File: config.mk
export PLATFORM = sky130hd
export DESIGN_NAME = thermal_overlay_mixer
export DESIGN_NICKNAME = d
export VERILOG_FILES = /design/src/rtl/thermal_overlay_mixer_pkg.sv /design/src/rtl/thermal_overlay_mixer_hot_spot_tracker.sv /design/src/rtl/thermal_overlay_mixer.sv
export SDC_FILE = /design/constraint.sdc
export NUM_CORES = 1
export LEC_CHECK = 0
export ABC_AREA = 0
export CORE_ASPECT_RATIO = 1.1
export CORE_MARGIN = 1
export CORE_UTILIZATION = 46
export DETAILED_ROUTE_END_ITERATION = 10
export PLACE_DENSITY = 0.79
export SYNTH_ARGS = -nofsm -noshare
export SYNTH_HDL_FRONTEND = slang
export SYNTH_HIERARCHICAL = 1
export SYNTH_SLANG_ARGS = --single-unit
File: constraint.sdc
create_clock -name i_clk -period 2.1 [get_ports i_clk]
set_input_delay 0.42 -clock i_clk [delete_from_list [all_inputs] [get_ports i_clk]]
set_output_delay 0.42 -clock i_clk [all_outputs]
set_load 0.02 [all_outputs]
File: src/rtl/thermal_overlay_mixer_pkg.sv
// Shared types and constants for the thermal overlay mixer.
// Holds the tile enum, the RGB and hot-spot types, and the pixel bundle carried down the delay line.
package package_thermal;

    typedef enum logic [1:0] {
        TILE_GREY    = 2'd0,
        TILE_INFERNO = 2'd1,
        TILE_TURBO   = 2'd2,
        TILE_MAGMA   = 2'd3
    } t_tile;

    typedef logic [2:0][7:0] t_rgb;

    typedef struct packed {
        logic [4:0] x;
        logic [4:0] y;
        logic [7:0] val;
    } t_hot_spot;

    localparam t_rgb c_cursor_rgb = {8'hFF, 8'hFF, 8'hFF};

    // One raster pixel plus its tile decode, aligned with the palette data.
    typedef struct packed {
        logic       hsync;
        logic       vsync;
        logic       de;
        t_rgb       cam;
        logic       tv;
        t_tile      tile;
        logic [4:0] sx;
        logic [4:0] sy;
        logic       border;
    } t_pix;

endpackage

File: src/rtl/thermal_overlay_mixer_hot_spot_tracker.sv
// Per-frame hottest-pixel tracker: running max over tile-0 data, latched on each frame edge.
// Ports: i_clk, i_rst, i_vsync, i_valid/i_x/i_y/i_data (returned pixel), o_hot (latched spot).
module hot_spot_tracker
    import package_thermal::*;
#(
    parameter bit p_vsync_pol = 1'b1
) (
    input  logic       i_clk,
    input  logic       i_rst,
    input  logic       i_vsync,
    input  logic       i_valid,
    input  logic [4:0] i_x,
    input  logic [4:0] i_y,
    input  logic [7:0] i_data,
    output t_hot_spot  o_hot
);

    typedef enum logic {S_IDLE, S_TRACK} t_state;

    t_state    state_q, state_d;
    logic      vs_act_q;
    logic      frame_edge;
    logic      upd;
    t_hot_spot run_q, run_d;
    t_hot_spot hot_q, hot_d;

    assign frame_edge = (i_vsync == p_vsync_pol) && !vs_act_q;

    always_ff @(posedge i_clk) begin
        if (i_rst) begin
            state_q  <= S_IDLE;
            vs_act_q <= 1'b0;
            run_q    <= '0;
            hot_q    <= '0;
        end else begin
            state_q  <= state_d;
            vs_act_q <= (i_vsync == p_vsync_pol);
            run_q    <= run_d;
            hot_q    <= hot_d;
        end
    end

    always_comb begin
        state_d = state_q;
        unique case (state_q)
            S_IDLE:  if (frame_edge) state_d = S_TRACK;
            S_TRACK: state_d = S_TRACK;
            default: state_d = S_IDLE;
        endcase
    end

    // A frame edge wins over a coincident update: the latch sees the
    // pre-update values and the new sample is discarded.
    always_comb begin
        upd   = (state_q == S_TRACK) && !frame_edge && i_valid
              && (i_data > run_q.val);
        run_d = run_q;
        hot_d = hot_q;
        if (frame_edge) begin
            hot_d = run_q;
            run_d = '0;
        end else if (upd) begin
            run_d = '{x: i_x, y: i_y, val: i_data};
        end
    end

    assign o_hot = hot_q;

endmodule

File: src/rtl/thermal_overlay_mixer.sv
// Composites a 2x2 grid of upscaled thermal tiles over the camera image, with hot-spot cursor.
// Ports: raster timing/position/camera in, framebuffer read out, palette colours in, delayed timing, colours and hot spot out.
module thermal_overlay_mixer
    import package_thermal::*;
#(
    parameter int p_sensor_w   = 32,
    parameter int p_sensor_h   = 24,
    parameter int p_scale_log2 = 3,
    parameter int p_addr_width = 10,
    parameter int p_rd_latency = 2,
    parameter bit p_mirror     = 1'b1,
    parameter bit p_vsync_pol  = 1'b1
) (
    input  logic                    i_clk,
    input  logic                    i_rst,
    input  logic                    i_hsync,
    input  logic                    i_vsync,
    input  logic                    i_de,
    input  logic signed [15:0]      i_x_pos,
    input  logic signed [15:0]      i_y_pos,
    input  t_rgb                    i_cam_colors,
    output logic                    o_fb_rd_valid,
    output logic [p_addr_width-1:0] o_fb_rd_addr,
    input  logic [7:0]              i_fb_rd_data,
    input  t_rgb                    i_grey_colors,
    input  t_rgb                    i_turbo_colors,
    input  t_rgb                    i_inferno_colors,
    input  t_rgb                    i_magma_colors,
    input  logic                    i_cursor_en,
    output logic                    o_hsync,
    output logic                    o_vsync,
    output logic                    o_de,
    output t_rgb                    o_colors,
    output logic [4:0]              o_hot_x,
    output logic [4:0]              o_hot_y,
    output logic [7:0]              o_hot_val
);

    localparam logic signed [15:0] c_w  = 16'(p_sensor_w);
    localparam logic signed [15:0] c_h  = 16'(p_sensor_h);
    localparam logic signed [15:0] c_w2 = 16'(2 * p_sensor_w);
    localparam logic signed [15:0] c_h2 = 16'(2 * p_sensor_h);
    localparam logic [4:0] c_col_max = 5'(p_sensor_w - 1);
    localparam logic [p_addr_width-1:0] c_w_a = p_addr_width'(p_sensor_w);

    logic signed [15:0]      tx, ty;
    logic                    right, bottom, in_tile, border;
    logic [4:0]              sx, sy, col;
    logic [p_scale_log2-1:0] x_sub, y_sub;
    logic                    rd_valid_d, rd_valid_q;
    logic [p_addr_width-1:0] rd_addr_d, rd_addr_q;
    t_pix                    pix_d;
    t_pix                    dl_q [0:p_rd_latency];
    t_pix                    pd;
    t_rgb                    pal, colors_d, colors_q;
    logic                    hsync_q, vsync_q, de_q;
    logic                    cursor_hit, hot_valid;
    t_hot_spot               hot;

    always_comb begin
        tx      = i_x_pos >>> p_scale_log2;
        ty      = i_y_pos >>> p_scale_log2;
        right   = tx >= c_w;
        bottom  = ty >= c_h;
        // Sign bits reject negative positions before the range checks.
        in_tile = !i_x_pos[15] && !i_y_pos[15] && (tx < c_w2) && (ty < c_h2);
        sx      = right  ? 5'(tx - c_w) : 5'(tx);
        sy      = bottom ? 5'(ty - c_h) : 5'(ty);
        col     = p_mirror ? c_col_max - sx : sx;
        x_sub   = i_x_pos[p_scale_log2-1:0];
        y_sub   = i_y_pos[p_scale_log2-1:0];
        border  = (&x_sub) || (~|x_sub) || (&y_sub) || (~|y_sub);
        rd_valid_d = i_de && in_tile;
        rd_addr_d  = rd_valid_d
                   ? p_addr_width'(sy) * c_w_a + p_addr_width'(col)
                   : '0;
        pix_d = '{hsync: i_hsync, vsync: i_vsync, de: i_de,
                  cam: i_cam_colors, tv: in_tile,
                  tile: t_tile'({bottom, right}),
                  sx: sx, sy: sy, border: border};
    end

    // Request register plus a delay line one stage longer than the read
    // latency, so dl_q[p_rd_latency] lines up with the returned data.
    always_ff @(posedge i_clk) begin
        if (i_rst) begin
            rd_valid_q <= 1'b0;
            rd_addr_q  <= '0;
            for (int i = 0; i <= p_rd_latency; i++) dl_q[i] <= '0;
        end else begin
            rd_valid_q <= rd_valid_d;
            rd_addr_q  <= rd_addr_d;
            dl_q[0]    <= pix_d;
            for (int i = 1; i <= p_rd_latency; i++) dl_q[i] <= dl_q[i-1];
        end
    end

    assign pd        = dl_q[p_rd_latency];
    assign hot_valid = pd.de && pd.tv && (pd.tile == TILE_GREY);

    always_comb begin
        pal = i_grey_colors;
        unique case (pd.tile)
            TILE_GREY:    pal = i_grey_colors;
            TILE_INFERNO: pal = i_inferno_colors;
            TILE_TURBO:   pal = i_turbo_colors;
            TILE_MAGMA:   pal = i_magma_colors;
        endcase
        cursor_hit = i_cursor_en && pd.tv && pd.border
                   && (pd.sx == hot.x) && (pd.sy == hot.y);
        if (!pd.de)          colors_d = '0;
        else if (cursor_hit) colors_d = c_cursor_rgb;
        else if (pd.tv)      colors_d = pal;
        else                 colors_d = pd.cam;
    end

    always_ff @(posedge i_clk) begin
        if (i_rst) begin
            hsync_q  <= 1'b0;
            vsync_q  <= 1'b0;
            de_q     <= 1'b0;
            colors_q <= '0;
        end else begin
            hsync_q  <= pd.hsync;
            vsync_q  <= pd.vsync;
            de_q     <= pd.de;
            colors_q <= colors_d;
        end
    end

    hot_spot_tracker #(
        .p_vsync_pol (p_vsync_pol)
    ) u_hot (
        .i_clk   (i_clk),
        .i_rst   (i_rst),
        .i_vsync (i_vsync),
        .i_valid (hot_valid),
        .i_x     (pd.sx),
        .i_y     (pd.sy),
        .i_data  (i_fb_rd_data),
        .o_hot   (hot)
    );

    assign o_fb_rd_valid = rd_valid_q;
    assign o_fb_rd_addr  = rd_addr_q;
    assign o_hsync       = hsync_q;
    assign o_vsync       = vsync_q;
    assign o_de          = de_q;
    assign o_colors      = colors_q;
    assign o_hot_x       = hot.x;
    assign o_hot_y       = hot.y;
    assign o_hot_val     = hot.val;

endmodule

Word-level counts from Yosys, hierarchy flattened. Memory sizes are Yosys's and may differ from the RTL's. Cells that the tools add are included.

Word-level logic and storage cells: 81. Register bits: 76. Memories: 1. Output and inout port bits: 56. Memory bits (writable): 123.

Memories: dl_q (depth 3, width 41, rd ports 3, clocked after memory_dff 0, write ports 3, RTL line thermal_overlay_mixer.sv:53) `t_pix dl_q [0:p_rd_latency];`.

Equality and inequality tests: 5. Bitwise operators: 6. Mux-type cells: 13. Magnitude comparators: 5. Add/sub/neg operators: 4. Reduce and logical (&&, ||, !) cells: 31.

Operator list (count): 41-bit 2-to-1 mux (3); 24-bit one-hot mux with 4 select lines (1); 24-bit 2-to-1 mux (2); 1-bit logical AND (14); 13-bit by 6-bit >= comparator with 1-bit output, second input constant (1); 13-bit by 7-bit >= comparator with 1-bit output, second input constant (1); 13-bit by 7-bit < comparator with 1-bit output, second input constant (1); 13-bit by 8-bit < comparator with 1-bit output, second input constant (1); 10-bit by 5-bit adder with 10-bit output (1); 5-bit equality test (2); 5-bit 2-to-1 mux (2); 8-bit greater-than comparator (1); 1-bit logical NOT (6); 3-bit AND reduction (2); 2-bit OR reduction (3); 3-bit OR reduction (2); 5-bit by 1-bit subtractor with 5-bit output, second input constant (1); 5-bit by 4-bit subtractor with 5-bit output, second input constant (1); 5-bit subtractor, first input constant (1); 2-bit equality test, second input constant (2); 1-bit 2-to-1 mux (4); 1-bit logical OR (3); 1-bit inverter (3); 1-bit OR (3); 3 further kinds (3).

Depth between registers and ports, before layout. Gate-level depths: netlist (run 1).

Depth in word-level cells: 7. Depth in mapped cells: 10.

Hierarchy. The synthesis (run 1) kept the hierarchy.

Modules (own cells, without submodules): thermal_overlay_mixer (instances 1, area each 5549.1 µm², cells each 519); hot_spot_tracker (instances 1, area each 1634.1 µm², cells each 194).

Least setup slack after synthesis (run 1). OpenSTA, ideal clock, no wires.

Path kind: input -> register. Start point: in i_fb_rd_data[7]. End point: reg u_hot/run_q[10] (netlist bit). Path slack: 0.263 ns. Library setup time: 0.072 ns. Stages: 8. Arrival: 1.766 ns. Path buffers: 2. Cell sequence: ha_1 a41o_1 a21oi_2 nor3_2 a31oi_1 buf_6 buf_12 mux2i_1.

Cells in the longest elaborated chain, start to end: 2.

Ends and longest elaborated chain: from (decl) (RTL line thermal_overlay_mixer.sv:24) `input logic [7:0] i_fb_rd_data,`; 8-bit greater-than comparator (RTL line thermal_overlay_mixer_hot_spot_tracker.sv:56) `&& (i_data > run_q.val);`; 1-bit logical AND (RTL line thermal_overlay_mixer_hot_spot_tracker.sv:56); to (signal assigned) (RTL line thermal_overlay_mixer_hot_spot_tracker.sv:38) `run_q <= run_d;`; to (decl) (RTL line thermal_overlay_mixer_hot_spot_tracker.sv:24) `t_hot_spot run_q, run_d;`.

Every way passes these cells. A chain may end at the register's enable or synchronous reset.

Final worst setup path (run 1).
Start point: in i_fb_rd_data[7]. End point: reg u_hot/run_q[6] (netlist bit).

Same word-level chain as after synthesis.

==> impl_metrics.csv, run 1 <==
group,metric,value,unit
setup_path,end_kind,"flip-flop",
sta,finalSetupViolCount,0,
synthesis,ys.flop_type,"dfxtp_1",
setup_path,worstReg2RegStart,"u_hot/run_q[7]$_SDFFE_PP0P_",
clock_network,cts_setup_buffers,0,
clock_network,hold_buffers,0,
sta,fin_ws,0.1878,ns
placed_design,pre_cts_slack,-0.2438,ns
pwr,power,7.632,mW
floorplanning,io_pins,222,
route,detail-route-antenna-nets,0,
floorplanning,coreArea,15170,um2
status,status,"completed",
finish,multi_input_area,2938,um2
setup_path,crit_required,2.45,ns
setup_path,crit_slowest_cell,"clkdlybuf4s50_1",
sta,hold_viol,0,
finish,drive_gt1_share,6.303,%
sta,drv_slew,0,
global_route,grt-ovfl-total,0,
synthesis,synth_area,7183,um2
sta,period_minus_slack,1.912,ns
floorplanning,die_area,16120,um2
placed_design,gp_congestion,0.8387,
synthesis,syn_inst,713,
pwr,ir_drop,0.0005634,V
route,via_per_inst,4.676,
sta,maxSlewHeadroom,64.42,%
synthesis,yosysTopAreaCell,"dfxtp_1",
route,vias,5293,
global_route,gr-usage-all-layers,19.46,%
setup_path,crit_path_max_fanout,18,
finish,final_cell_mix,"clkdlybuf4s50_1 (220), dfxtp_1 (198), nor2b_1 (145), nand2_1 (101), mux2i_1 (66)",
synthesis,synthesis.nets,888,
route,drt_iter0_drc,237,
route,drc,0,
global_route,first_global_vias,5098,
placed_design,numPortBuffers,221,
global_route,grt_pass1_wl,24.28,mm
pwr,p_leak,4.044,nW
finish,n_fill_cell,1228,
sta,fin_skew,0.007040,ns
placed_design,placedCellCount,1100,
finish,fin_util,66.86,%
floorplanning,die_w,121.1,um
finish,fin_cells,1132,
sta,worstMarginPinSlew,0.5337,ns
floorplanning,row_count,47,
synthesis,synth_top_cells_by_area,"dfxtp_1 (55%), nor2b_1 (13%), mux2i_1 (9.2%)",
job,drv_cap,0,
synthesis,yosysSeqAreaShare,55.46,%
setup_path,worstPathCellList,"clkdlybuf4s50_1, ha_1, a41o_1, a21oi_2, nor3_2, a31oi_2, buf_12, mux2i_1",
synthesis,synth_cell_type_count,44,
synthesis,synth_seq_cells,199,
setup_path,start_kind,"primary input",
placed_design,hpwlAfterDp,11.24,mm
route,drt_pre_antenna_iters,5,
setup_path,cp.arrival,2.26,ns
sta,max_freq,523.0,MHz
placed_design,dpl-instance-area,9567,um2
clock_network,clock_sinks,199,
finish,seq_area,3985,um2
min_path,hold_class,"in2reg",
clock_network,clockBufferDepth,2,
pwr,p_per_area,752.4,nW/um2
route,wl,15.48,mm
global_route,grt_max_degree,68,
finish,stdcell_area,10140,um2
finish,final_common_cell,"clkdlybuf4s50_1",
clock_network,clkLatencyLatePin,0.42,ns
sta,whs,0.3749,ns
synthesis,ys_warn_count,6,
setup_path,critPathLaunch,"i_fb_rd_data[7]",
finish,areaGrowthSynthToFinish,41.23,%
clock_network,cts_resized,0,
synthesis,synth_edf_count,0,
sta,rsz0062_at_grt,"false",
global_route,antenna_found_initial,0,
clock_network,cts_tree,"yes",
clock_network,cts_buffers,17,
synthesis,yosys.area.top_type_share,55.46,%
min_path,worstHoldStart,"i_rst",
sta,fin_tns_setup,0,ns
floorplanning,fp.dieH,133.1,um
synthesis,syn_area_per_cell,10.07,um2
finish,diodes,0,
finish,nets,1098,
clock_network,cts-root-buf,"clkbuf_16",
floorplanning,initial_core_util,47.34,%
setup_path,max_stage_delay,0.44,ns
route,wire_per_inst,13.68,um
clock_network,htree_levels,4,
clock_network,clkSlewWorstSetupHoldPaths,0.07,ns
sta,finalCritPeriodShare,91.06,%
synthesis,synthArstFlopShare,0,%
setup_path,critPathKind,"in2reg",
-- synth_stat cells, types with 2 or more instances --
cell	instances
a31oi_1	2
nor2b_1	145
a21oi_1	21
nand2b_1	3
nor4_1	6
nand2_1	101
a21o_1	2
and2_1	3
clkbuf_1	22
dfxtp_1	199
nor3_1	6
o21ai_1	7
ha_1	9
nand3_1	2
mux2i_1	66
buf_6	4
o22ai_1	24
nor2_1	14
inv_1	10
nand4_1	3
buf_2	15
o21ai_0	18
xor2_1	10
-- report_power, final --
| group | switching [mW] | internal, mW |
|---|---|---|
| Combinational | 0.210 | 0.398 |
| Clock | 1.43 | 1.70 |
| Sequential | 0.0250 | 3.87 |
-- registers in the layout (all words and copies together), names as in the netlist --
| register | flops |
|---|---|
| dl_q | 123 |
| o_hsync | 1 |
| u_hot/state_q | 1 |
| u_hot/o_hot | 18 |
| u_hot/vs_act_q | 1 |
| o_fb_rd_addr | 10 |
| o_de | 1 |
| o_colors | 24 |
| o_vsync | 1 |
| o_fb_rd_valid | 1 |
| u_hot/run_q | 18 |
-- worst paths after layout --
path / to / depth (start not counted) / slack, ns
max: u_hot/run_q[6]$_SDFFE_PP0P_ / 8 / 0.19
min: u_hot/state_q$_SDFF_PP0_ / 2 / 0.37
max reg2reg: u_hot/run_q[6]$_SDFFE_PP0P_ / 8 / 0.26
min reg2reg: dl_q[0][78]$_SDFF_PP0_ / 1 / 0.43
-- final cells by class --
type,count,share of cell area (%)
Sequential cell,199,39.28
Multi-Input combinational cell,460,28.96
Tap cell,196,2.417
Inverter,11,0.4070
Timing Repair Buffer,234,23.24
Clock buffer,19,4.366
Clock inverter,13,1.332
-- critical path: cells and delay by family --
| family | cells | cell delay (ns) |
|---|---|---|
| mux | 1 | 0.21 |
| buf+inv | 2 | 0.65 |
| compound gates | 3 | 0.57 |
| fa+ha+maj | 1 | 0.35 |
| simple gates | 1 | 0.06 |
-- per-layer routing --
layer	vias to the layer above	part of all wire [%]	track usage (%)
li1	2762	-	-
met1	2347	44	23.49
met2	163	47	32.03
met3	21	7.1	5.086
met4	0	2.3	9.396
met5	-	0	0
-- kinds of logic after synthesis --
family                   after synthesis  share of synthesized area [%]
multiplexers                          66                          9.197
flip-flops                           199                          55.46
AO/OA/AOI/OAI                         80                          6.567
XOR/XNOR                              10                          1.219
buffers and inverters                 54                          3.727
AND/OR/NAND/NOR                      295                          22.26
adder cells (fa/ha/maj)                9                          1.568
No activity file was read; power rests on OpenSTA's default activity.
==> inputs of run 2 (changes only) <==
--- a/config.mk
+++ b/config.mk
@@ -10,8 +10,8 @@
 export CORE_MARGIN = 1
 export CORE_UTILIZATION = 46
 export DETAILED_ROUTE_END_ITERATION = 10
-export PLACE_DENSITY = 0.79
+export MAX_ROUTING_LAYER = met4
+export PLACE_DENSITY = 0.8
 export SYNTH_ARGS = -nofsm -noshare
 export SYNTH_HDL_FRONTEND = slang
-export SYNTH_HIERARCHICAL = 1
 export SYNTH_SLANG_ARGS = --single-unit
==> impl_metrics.csv, run 2 <==
group,metric,value,unit
sta,fin_skew,0.006700,ns
setup_path,crit_required,2.44,ns
global_route,gr-usage-all-layers,21.86,%
placed_design,numPortBuffers,221,
clock_network,cts_tree,"yes",
finish,fin_cells,1020,
placed_design,placedCellCount,989,
clock_network,cts-root-buf,"clkbuf_16",
finish,largest_register,"dl_q",
route,drt_iter0_drc,298,
finish,fin_util,68.09,%
clock_network,cts_buffers,17,
synthesis,synth_common_cells,"dfxtp_1 (198), nor2b_1 (121), a21oi_1 (48)",
finish,largest_reg_flops,123,
sta,fin_ws,0.1177,ns
route,drt_pre_antenna_iters,5,
synthesis,synth_top_cells_by_area,"dfxtp_1 (58%), nor2b_1 (11%), mux4_2 (8.0%)",
finish,stdcell_area,9797,um2
setup_path,path_buf_inv,1,
synthesis,yosys.area.top_type_share,58.46,%
sta,rsz0062_at_grt,"false",
finish,final_cell_mix,"clkdlybuf4s50_1 (220), dfxtp_1 (196), nor2b_1 (121), a21oi_1 (48), nand2_1 (39)",
clock_network,clock_sinks,198,
job,drv_cap,0,
setup_path,start_kind,"flip-flop",
floorplanning,die_area,15230,um2
floorplanning,die_w,117.8,um
global_route,grt_pass1_wl,24.90,mm
placed_design,gp_congestion,0.8260,
synthesis,synth_cell_type_count,37,
setup_path,end_kind,"flip-flop",
route,wire_per_inst,15.85,um
clock_network,htree_levels,4,
route,wl,16.16,mm
sta,finalSetupViolCount,0,
sta,fin_tns_setup,0,ns
floorplanning,io_pins,222,
sta,finalCritPeriodShare,94.39,%
placed_design,hpwlAfterDp,11.78,mm
sta,whs,0.4334,ns
clock_network,clkSlewWorstSetupHoldPaths,0.07,ns
setup_path,critPathKind,"reg2reg",
sta,period_minus_slack,1.982,ns
setup_path,max_stage_delay,0.47,ns
global_route,first_global_vias,4997,
pwr,pwr-share-clk,40.7,%
pwr,ir_drop,0.0005420,V
status,status,"completed",
synthesis,ys_warn_count,0,
route,vias,5004,
floorplanning,initial_core_util,47.12,%
synthesis,synth_seq_cells,198,
clock_network,clkLatencyLatePin,0.42,ns
pwr,seq_power_share,51.1,%
global_route,grt_max_degree,81,
sta,max_freq,504.5,MHz
synthesis,ys.flop_type,"dfxtp_1",
floorplanning,row_count,46,
synthesis,synth_most_common_cell,"dfxtp_1",
placed_design,dpl-instance-area,9225,um2
finish,final_common_cell,"clkdlybuf4s50_1",
setup_path,cp.arrival,2.33,ns
finish,areaGrowthSynthToFinish,44.49,%
floorplanning,fp.dieH,129.3,um
global_route,antenna_found_initial,0,
route,drc,0,
route,via_per_inst,4.906,
synthesis,yosysSeqAreaShare,58.46,%
sta,maxSlewHeadroom,46.45,%
finish,n_fill_cell,1076,
synthesis,yosysTopAreaCell,"dfxtp_1",
finish,diodes,0,
sta,worstMarginPinSlew,0.8032,ns
pwr,swShare,20.39,%
finish,drive_gt1_share,9.541,%
pwr,power_switching,1.549,mW
synthesis,syn_inst,596,
sta,drv_slew,0,
pwr,power,7.594,mW
placed_design,pre_cts_slack,-0.3814,ns
setup_path,crit_path_max_fanout,24,
route,detail-route-antenna-nets,0,
sta,hold_viol,0,
floorplanning,coreArea,14390,um2
synthesis,synth_edf_count,0,
synthesis,synthesis.nets,771,
min_path,hold_class,"reg2reg",
pwr,comb_power_share,8.2,%
pwr,p_int,6.045,mW
pwr,p_leak,3.626,nW
setup_path,crit_slowest_cell,"or4_1",
synthesis,syn_area_per_cell,11.38,um2
finish,nets,991,
synthesis,synth_area,6780,um2
clock_network,clockBufferDepth,2,
synthesis,synthArstFlopShare,0,%
setup_path,crit_family,"simple AND/OR/NAND/NOR gates",
setup_path,worstPathCellList,"xor2_1, nor4_1, nand4_1, or4_1, buf_12, a21oi_1",
pwr,p_per_area,775.1,nW/um2
global_route,grt-ovfl-total,0,
[run 2: cell types whose count changed after synthesis, moves of 7 or more]
cell	before	now
a21oi_1	21	48
a22o_1	0	18
buf_2	15	8
mux2i_1	66	24
mux4_2	0	24
nand2_1	101	39
nor2b_1	145	121
o21ai_0	18	0
o22ai_1	24	0
[run 2: cell families (layout without fill, tap and decap cells)]
group	count (synthesis)	in the layout	share of synthesized area [%]
multiplexers	48	48	11.52
XOR/XNOR	10	10	1.292
adder cells (fa/ha/maj)	9	9	1.661
AND/OR/NAND/NOR	206	206	17.12
buffers and inverters	50	282	3.137
flip-flops	198	198	58.46
AO/OA/AOI/OAI	75	75	6.809
[run 2: power groups by stage]
stage / Sequential [mW] / Combinational [mW] / Clock [mW]
CTS: 3.88 / 0.629 / 3.13
global route: 3.89 / 0.671 / 3.32
finish: 3.88 / 0.626 / 3.09
global placement: 3.96 / 0.608 / 0
floorplan: 3.95 / 0.231 / 0
detailed placement: 3.96 / 0.624 / 0
[run 2: repair_timing]
item                       CTS  global route
resized for setup            0             1
setup endpoints to repair    0            18
buffers inserted             0             0
hold buffers                 0             0
[run 2: worst paths after layout]
kind,start,endpoint,slack [ns],depth (start not counted)
worst max-delay path,u_hot.o_hot[10]$_SDFFE_PP0P_,o_colors[14]$_SDFF_PP0_,0.12,6
worst min-delay path,dl_q[0][51]$_SDFF_PP0_,dl_q[0][92]$_SDFF_PP0_,0.43,1
worst max register to register,u_hot.o_hot[10]$_SDFFE_PP0P_,o_colors[14]$_SDFF_PP0_,0.12,6
worst min register to register,dl_q[0][51]$_SDFF_PP0_,dl_q[0][92]$_SDFF_PP0_,0.43,1
[run 2: worst reg2reg max path, stage by stage (launching register included)]
cell	delay, ns
dfxtp_1	0.34
xor2_1	0.16
nor4_1	0.42
nand4_1	0.16
or4_1	0.47
buf_12	0.20
a21oi_1	0.16
[run 2: routing by layer]
| layer | global-route usage [%] | wire length, um | up-vias | share of wire, % |
|---|---|---|---|---|
| li1 | - | - | 2450 | - |
| met3 | 3.697 | 715 | 27 | 4.4 |
| met2 | 37.02 | 8259 | 193 | 51 |
| met4 | 10.56 | 328 | 0 | 2.0 |
| met5 | - | 0 | - | 0 |
| met1 | 25.34 | 6859 | 2334 | 42 |
[run 2: final cells by class]
type                    instances  area (um2)  share of cell area, %
well taps                     192       240.2                  2.452
repair buffers                239        2370                  24.19
multi-input cells             348        2605                  26.59
inverters                      12       45.04                 0.4598
clock buffers                  23       498.0                  5.083
clock inverters                 8       72.57                 0.7407
flip-flops and latches        198        3966                  40.49
==> inputs of run 3 (changes only) <==
--- a/config.mk
+++ b/config.mk
@@ -5,7 +5,6 @@
 export SDC_FILE = /design/constraint.sdc
 export NUM_CORES = 1
 export LEC_CHECK = 0
-export ABC_AREA = 0
 export CORE_ASPECT_RATIO = 1.1
 export CORE_MARGIN = 1
 export CORE_UTILIZATION = 46
==> results of run 3 <==
No change in the layout: final DEF, timing and power equal those of run 2.
